### config.mk
export PLATFORM = sky130hd
export DESIGN_NAME = trap_ctrl
export DESIGN_NICKNAME = d
export VERILOG_FILES = /design/src/rtl/trap_ctrl.sv
export SDC_FILE = /design/constraint.sdc
export NUM_CORES = 1
export LEC_CHECK = 0
export ABC_AREA = 1
export CAP_MARGIN = 20
export CORE_MARGIN = 2
export CORE_UTILIZATION = 39
export DETAILED_ROUTE_END_ITERATION = 10
export GPL_TIMING_DRIVEN = 1
export PLACE_DENSITY = 0.89
export RECOVER_POWER = 25
export SYNTH_ARGS = -nofsm -noshare
export SYNTH_HDL_FRONTEND = slang
export SYNTH_SLANG_ARGS = --single-unit
### constraint.sdc
create_clock -name clk -period 3.21 [get_ports clk]
set_input_delay 0.321 -clock clk [delete_from_list [all_inputs] [get_ports clk]]
set_output_delay 0.321 -clock clk [all_outputs]
set_load 0.03 [all_outputs]
### src/rtl/trap_ctrl.sv
// rtl/trap_ctrl.sv - machine-mode trap entry/exit sequencer (optional interrupts via TRAP_CTRL_IRQ_EN)
module trap_ctrl (
    input  logic        clk,
    input  logic        reset,
    input  logic        instr_valid,
    input  logic [31:0] pc,
    input  logic        fetch_misaligned,
    input  logic        illegal_instr,
    input  logic        is_ebreak,
    input  logic        load_misaligned,
    input  logic        store_misaligned,
    input  logic        is_ecall,
    input  logic        is_mret,
    input  logic [31:0] mtvec,
    input  logic [31:0] mepc,
    input  logic        mie,
    input  logic        ext_irq,
    output logic        kill,
    output logic        stall,
    output logic        trap_enter,
    output logic        trap_exit,
    output logic [31:0] trap_pc,
    output logic [31:0] exception_code,
    output logic        pc_redirect,
    output logic [31:0] redirect_pc,
    output logic [15:0] trap_count
);

    typedef enum logic [1:0] {
        IDLE  = 2'd0,
        ENTER = 2'd1,
        EXIT  = 2'd2,
        REDIR = 2'd3
    } state_t;

    state_t      state_q;
    logic        trap_enter_q;
    logic        trap_exit_q;
    logic        pc_redirect_q;
    logic [31:0] trap_pc_q;
    logic [31:0] exception_code_q;
    logic [31:0] target_q;
    logic [15:0] trap_count_q;

    logic        irq_take;
    logic        exc_valid;
    logic [31:0] exc_code;
    logic        trap_req;
    logic        mret_req;
    logic [31:0] enter_target;

`ifdef TRAP_CTRL_IRQ_EN
    logic ext_irq_q;
    logic irq_pending_q;

    assign irq_take = irq_pending_q & mie;

    // Sticky pending bit: set on a rising edge of ext_irq, cleared when the interrupt is taken.
    always_ff @(posedge clk or posedge reset) begin
        if (reset) begin
            ext_irq_q     <= 1'b0;
            irq_pending_q <= 1'b0;
        end else begin
            ext_irq_q <= ext_irq;
            if (ext_irq && !ext_irq_q) begin
                irq_pending_q <= 1'b1;
            end else if (trap_req && irq_take) begin
                irq_pending_q <= 1'b0;
            end
        end
    end
`else
    assign irq_take = 1'b0;
`endif

    // Cause selection: interrupt first, then synchronous exceptions by fixed priority.
    always_comb begin
        exc_valid = 1'b0;
        exc_code  = 32'd0;
        if (irq_take) begin
            exc_valid = 1'b1;
            exc_code  = 32'h8000_000B;
        end else if (fetch_misaligned) begin
            exc_valid = 1'b1;
            exc_code  = 32'd0;
        end else if (illegal_instr) begin
            exc_valid = 1'b1;
            exc_code  = 32'd2;
        end else if (is_ebreak) begin
            exc_valid = 1'b1;
            exc_code  = 32'd3;
        end else if (load_misaligned) begin
            exc_valid = 1'b1;
            exc_code  = 32'd4;
        end else if (store_misaligned) begin
            exc_valid = 1'b1;
            exc_code  = 32'd6;
        end else if (is_ecall) begin
            exc_valid = 1'b1;
            exc_code  = 32'd11;
        end
    end

    assign trap_req = (state_q == IDLE) && instr_valid && exc_valid;
    assign mret_req = (state_q == IDLE) && instr_valid && is_mret && !exc_valid;

    // Trap vector: direct base, or base + 4*cause for vectored interrupts.
    always_comb begin
        enter_target = {mtvec[31:2], 2'b00};
`ifdef TRAP_CTRL_IRQ_EN
        if ((mtvec[1:0] == 2'b01) && exception_code_q[31]) begin
            enter_target = {mtvec[31:2], 2'b00} + {exception_code_q[29:0], 2'b00};
        end
`endif
    end

    // Sequencer: IDLE -> ENTER/EXIT -> REDIR -> IDLE with one-cycle registered pulses.
    always_ff @(posedge clk or posedge reset) begin
        if (reset) begin
            state_q          <= IDLE;
            trap_enter_q     <= 1'b0;
            trap_exit_q      <= 1'b0;
            pc_redirect_q    <= 1'b0;
            trap_pc_q        <= 32'd0;
            exception_code_q <= 32'd0;
            target_q         <= 32'd0;
            trap_count_q     <= 16'd0;
        end else begin
            trap_enter_q  <= 1'b0;
            trap_exit_q   <= 1'b0;
            pc_redirect_q <= 1'b0;
            case (state_q)
                IDLE: begin
                    if (trap_req) begin
                        state_q          <= ENTER;
                        trap_enter_q     <= 1'b1;
                        trap_pc_q        <= pc;
                        exception_code_q <= exc_code;
                    end else if (mret_req) begin
                        state_q     <= EXIT;
                        trap_exit_q <= 1'b1;
                    end
                end
                ENTER: begin
                    target_q      <= enter_target;
                    trap_count_q  <= trap_count_q + 16'd1;
                    pc_redirect_q <= 1'b1;
                    state_q       <= REDIR;
                end
                EXIT: begin
                    target_q      <= {mepc[31:2], 2'b00};
                    pc_redirect_q <= 1'b1;
                    state_q       <= REDIR;
                end
                REDIR: begin
                    state_q <= IDLE;
                end
                default: begin
                    state_q <= IDLE;
                end
            endcase
        end
    end

    assign kill           = trap_req | mret_req;
    assign stall          = (state_q != IDLE);
    assign trap_enter     = trap_enter_q;
    assign trap_exit      = trap_exit_q;
    assign pc_redirect    = pc_redirect_q;
    assign trap_pc        = trap_pc_q;
    assign exception_code = exception_code_q;
    assign redirect_pc    = target_q;
    assign trap_count     = trap_count_q;

    // Bits that are intentionally not consumed in every build.
    logic unused_bits;
`ifdef TRAP_CTRL_IRQ_EN
    assign unused_bits = ^{mepc[1:0], exception_code_q[30]};
`else
    assign unused_bits = ^{mepc[1:0], mtvec[1:0], ext_irq, mie, exception_code_q[31:30]};
`endif

endmodule

==> flow_summary.yaml, run 1 <==
status:
  status: "finished, violations left"
  violations: "max-capacitance violations, max-slew violations"
pwr:
  p_leak_nw: 2.81
  ir_worst_vdd_mv: 0.472
  power_density_nw_per_um2: 981
final_layout:
  stdcell_area_sq_um: 6100
  drive_gt1_frac: 0.0388
  diodes: 0
  nFillCells: 865
  final_net_count: 777
  syn2layout_area_growth_pct: 51.7
grt:
  grt_pass1_wl_um: 17600
  grt_max_degree: 52
  grt_pass1_vias: 3855
  grt_usage: 0.199
  grt_overflow_total: 0
  antenna_found_initial: 0
synthesis:
  yosysSeqAreaShare: 0.542
  synth_edf_count: 0
  synth.top_cells.by_count: "169 x nand2_1, 87 x dfrtp_1, 60 x o21ai_0, 50 x nor2_1, 30 x buf_4"
  synth_top_flop_cell: "dfrtp_1"
  ys_seq_elements: 87
  synth_area_per_cell_sq_um: 8.34
  syn_area_sq_um: 4020
  async_reset_ff_frac: 1.00
  yosysWarnings: 0
  yosysTopAreaCell: "dfrtp_1"
  synth_most_common_cell: "nand2_1"
  synthCells: 482
  yosysUniqueCellTypes: 23
  synth_top_area_frac: 0.542
  yosys-top-cells-area: "dfrtp_1 54%, nand2_1 16%, o21ai_0 7.5%"
clock_tree:
  cts_resized: 0
  ctsRootBufferMaster: "clkbuf_8"
  cts_buffers: 9
  cts_tree: "yes"
  path_clk_slew_ps: 80
  cts_num_sinks: 87
  cts_setup_buffers: 0
  cts.path.max_buffers: 2
  postCtsHoldBufs: 0
  htreeDepth: 3
  clk_latency_ps: 350
floorplan:
  start_util: 0.395
  ioPinCount: 225
  die_h_um: 106
  chipWidth_um: 106
  core_area_sq_um: 10200
  die_area_sq_um: 11100
  core.rowCount: 37
timing:
  finalCritPeriodShare: 0.769
  layout_min_cycle_time_ps: 2470
  setup_viol: 0
  fin_ws_ps: 743
  max_slew_margin: -0.113
  hold_ws_ps: 473
  rsz0062_at_grt: "no"
  tightestPinTransition_ps: 1660
  hold_viol: 0
  skew_ps: 9.23
  slew_violations: 37
  timing.fmax_mhz: 405
  tns_ps: 0
worst_setup_path:
  cp_max_fo: 4
  cpMaxStageDelayCell: "clkdlybuf4s50_1"
  critical_path_buf_inv_count: 3
  worstPathRequired_ps: 2890
  arrival_ps: 2150
  start_kind: "register"
  crit_type: "register to output port"
  end_kind: "output port"
  startpoint: "state_q[0]"
  cp_cell_sequence: "inv_1, ha_1, nand2_1, inv_1, nand2_1, nand2_1, clkdlybuf4s50_1"
  r2r_start: "state_q[0]"
  r2r_slack_ps: 1080
  max_stage_delay_ps: 680
  crit_path_frequent_cell: "nand2_1"
  critPathTopFamily: "buffers and inverters"
placement:
  dpl_cell_area_sq_um: 5910
  pre_cts_ws_ps: 956
  gp_congestion: 0.853
  numPortBuffers: 188
  hpwlAfterDp_um: 7920
worst_hold_path:
  hp-start: "exception_code[1]"
  hold_path.class: "register to register"
routing:
  post_drt_wl_per_cell_um: 13.4
  drt-pass1-iter-count: 4
  drt-initial-drc-count: 144
  via_count: 3720
  wl_um: 10800
  drt-vias-per-instance: 4.62
  antenna_left: 0
  drc: 0
flow_run:
  cap_violations: 1
area by class of cell:
type / count / area, sq um / share of cell area
inverters: 23 / 87.6 / 0.0144
multi-input cells: 352 / 1550 / 0.254
clock inverters: 4 / 45.0 / 0.00739
clock buffers: 12 / 145 / 0.0238
well taps: 136 / 170 / 0.0279
repair buffers: 192 / 1920 / 0.316
flip-flops and latches: 87 / 2180 / 0.357
cells by family (layout without fill, tap and decap cells):
| family | count (synthesis) | after routing | synth area share |
|---|---|---|---|
| compound gates | 65 | 65 | 0.0809 |
| xor+xnor | 10 | 10 | 0.0218 |
| mux | 1 | 1 | 0.00280 |
| simple gates | 242 | 242 | 0.239 |
| fa+ha+maj | 4 | 4 | 0.0125 |
| other cells | 1 | 30 | 0.000933 |
| flops | 87 | 87 | 0.542 |
| buf+inv | 72 | 231 | 0.101 |
cells in the final DEF (no fill, tap or decap), types with 3 or more instances in the layout:
master,n
buf_4,3
clkbuf_8,10
clkdlybuf4s50_1,187
clkinv_2,3
conb_1,30
dfrtp_1,87
ha_1,4
inv_1,21
nand2_1,169
nand3_1,11
nand4_1,5
nor2_1,50
o21ai_0,60
o21ai_1,4
xnor2_1,3
xor2_1,7
per-stage QoR:
stage                     power (mW)   util  instances
after floorplan                 3.88      -        511
after global placement          5.13  0.580        790
after detailed placement        5.27  0.580        790
after CTS                       6.05  0.599        806
after global routing            6.38  0.599        806
final                           5.98  0.599        806
layer usage:
metal	track usage	vias up	wire length (um)
met2	0.341	140	5550
met4	0.108	0	322
met3	0.0550	24	721
met5	0	-	0
met1	0.225	1739	4250
li1	-	1817	-
power by group:
group | leakage (nW) | switching, mW | internal [mW]
Combinational | 1.62 | 2.09 | 1.27
Clock | 0.100 | 0.381 | 0.378
Sequential | 1.09 | 0.281 | 1.58
Total | 2.81 | 2.75 | 3.22
final timing paths:
check / end / depth (start not counted)
min in group asynchronous: trap_count[6] / 2
worst max register to register: state_q[0] / 7
worst max-delay path: kill / 7
max in group asynchronous: redirect_pc[30] / 3
worst min-delay path: exception_code[1] / 2
worst min register to register: exception_code[1] / 2
worst min-delay path, delay by kind of cell, from the launching register on:
| family | cells | cell delay, ps |
|---|---|---|
| DFF | 1 | 350 |
| and+or+nand+nor | 2 | 90 |
sequential cells by signal (all words and copies together), names as in the netlist:
register,flops
exception_code,4
pc_redirect,1
redirect_pc,30
state_q,2
trap_count,16
trap_enter,1
trap_exit,1
trap_pc,32
Note: power is estimated with default switching activity, not from simulation.
==> inputs of run 2 (changes only) <==
==> constraint.sdc (replaced) <==
create_clock -name clk -period 2.6 [get_ports clk]
set_input_delay 0.26 -clock clk [delete_from_list [all_inputs] [get_ports clk]]
set_output_delay 0.26 -clock clk [all_outputs]
set_load 0.03 [all_outputs]
==> run 2 against run 1 <==
Net effect: the flow still finishes with violations (max-capacitance violations, max-slew violations); sequential power up 24%; critical path type unchanged; global-route usage shrank 0.39 points; sequential share of layout area barely moved; utilization hardly changed; combinational power grew 24%; register-to-register slack worse by 260 ps; flip-flop and latch count unchanged; total power rose by 23%; clock-buffer cell count grew 3.
==> flow_summary.yaml, run 2 (synthesis results as in run 1) <==
status:
  status: "finished, violations left"
  violations: "max-capacitance violations, max-slew violations"
worst_setup_path:
  worstPathRequired_ps: 2340
  crit_type: "register to output port"
  timing.rr.end: "redirect_pc[16]"
  r2r_slack_ps: 820
  rr_worst_depth: 5
  end_kind: "output port"
  arrival_ps: 2170
  r2r_start: "state_q[0]"
  start_kind: "register"
  cp_max_fo: 4
timing:
  layout_min_cycle_time_ps: 2430
  setup_viol: 0
  max_slew_margin: -0.230
  finalCritPeriodShare: 0.936
  timing.fmax_mhz: 411
  skew_ps: 7.86
  tns_ps: 0
  hold_ws_ps: 445
  slew_violations: 41
  hold_viol: 0
  rsz0062_at_grt: "no"
  tightestPinTransition_ps: 1830
flow_run:
  cap_violations: 1
floorplan:
  die_h_um: 106
  chipWidth_um: 106
  die_area_sq_um: 11100
  ioPinCount: 225
  core_area_sq_um: 10200
  start_util: 0.395
  core.rowCount: 37
clock_tree:
  path_clk_slew_ps: 80
  cts_setup_buffers: 0
  cts_resized: 0
  cts_buffers: 9
  postCtsHoldBufs: 0
  htreeDepth: 3
  cts_num_sinks: 87
  cts.path.max_buffers: 2
  clk_latency_ps: 340
  ctsRootBufferMaster: "clkbuf_8"
  cts_tree: "yes"
final_layout:
  final_common_cell: "clkdlybuf4s50_1"
  final_net_count: 779
  diodes: 0
  syn2layout_area_growth_pct: 51.7
  layout_common_cells: "187 x clkdlybuf4s50_1, 169 x nand2_1, 87 x dfrtp_1, 60 x o21ai_0, 50 x nor2_1"
  largest_reg_flops: 32
  drive_gt1_frac: 0.0387
grt:
  grt_max_degree: 48
  grt_pass1_wl_um: 17600
  grt_pass1_vias: 3805
  grt_overflow_total: 0
  grtUsageMet2: 0.349
  grt_util_met1: 0.218
  busiest_layer: "met2"
  antenna_found_initial: 0
  grt_usage: 0.195
  grt.met3_usage: 0.0489
routing:
  antenna_left: 0
  drt-pass1-iter-count: 6
  wl_um: 10900
  drt-initial-drc-count: 159
  drt-vias-per-instance: 4.73
  drc: 0
  via_count: 3818
  post_drt_wl_per_cell_um: 13.6
worst_hold_path:
  hold_path_end: "trap_pc[30]"
  hp-start: "pc[30]"
  hold_path.class: "input pin to register"
  hold-path-cell-count: 3
placement:
  numPortBuffers: 188
  gp_congestion: 0.847
  hpwlAfterDp_um: 8130
pwr:
  ir_worst_vdd_mv: 0.630
  p_leak_nw: 2.81
  power_density_nw_per_um2: 1210
## run 2: metrics by stage
step | std cells | util | instance area, sq um | total power [mW] | setup slack (ps)
final | 807 | 0.599 | 6100 | 7.36 | 166
after global routing | 807 | 0.599 | 6100 | 7.81 | 33.5
after CTS | 807 | 0.599 | 6100 | 7.43 | 139
after detailed placement | 792 | 0.581 | 5920 | 6.53 | 467
after global placement | 792 | 0.581 | 5920 | 6.36 | 494
after floorplan | 511 | - | 4130 | 4.79 | 89.8
## run 2: power breakdown
group / switching, mW / total [mW] / internal [mW]
Combinational: 2.60 / 4.18 / 1.58
Sequential: 0.351 / 2.30 / 1.95
Clock: 0.452 / 0.876 / 0.423
Total: 3.40 / 7.36 / 3.95
## run 2: worst max-delay path, cell delays in order (launching register included)
cell	delay, ps
dfrtp_1	400
inv_1	110
ha_1	220
nand2_1	120
inv_1	100
nand2_1	100
nand2_1	90
clkdlybuf4s50_1	690
## run 2: worst max-delay path by stage
| stage | from | end | slack (ps) | cells after the start |
|---|---|---|---|---|
| 2_1_floorplan | reset | exception_code[0] | 90 | 1 |
| 3_3_place_gp | fetch_misaligned | kill | 490 | 8 |
| 3_5_place_dp | fetch_misaligned | kill | 470 | 8 |
| 4_1_cts | state_q[1] | kill | 140 | 7 |
| 5_1_grt | state_q[1] | kill | 30 | 7 |
| 6_report | state_q[1] | kill | 170 | 7 |
## run 2: layer usage
metal	up-vias	wire, um
li1	1814	-
met1	1831	4230
met2	148	5590
met3	25	765
met4	0	344
met5	-	0
## run 2: cell type report
type                    instances  area [sq um]
fillers                       866          4090
multi-input cells             352          1550
flip-flops and latches         87          2180
clock buffers                  15           176
well taps                     136           170
repair buffers                194          1940
inverters                      23          87.6
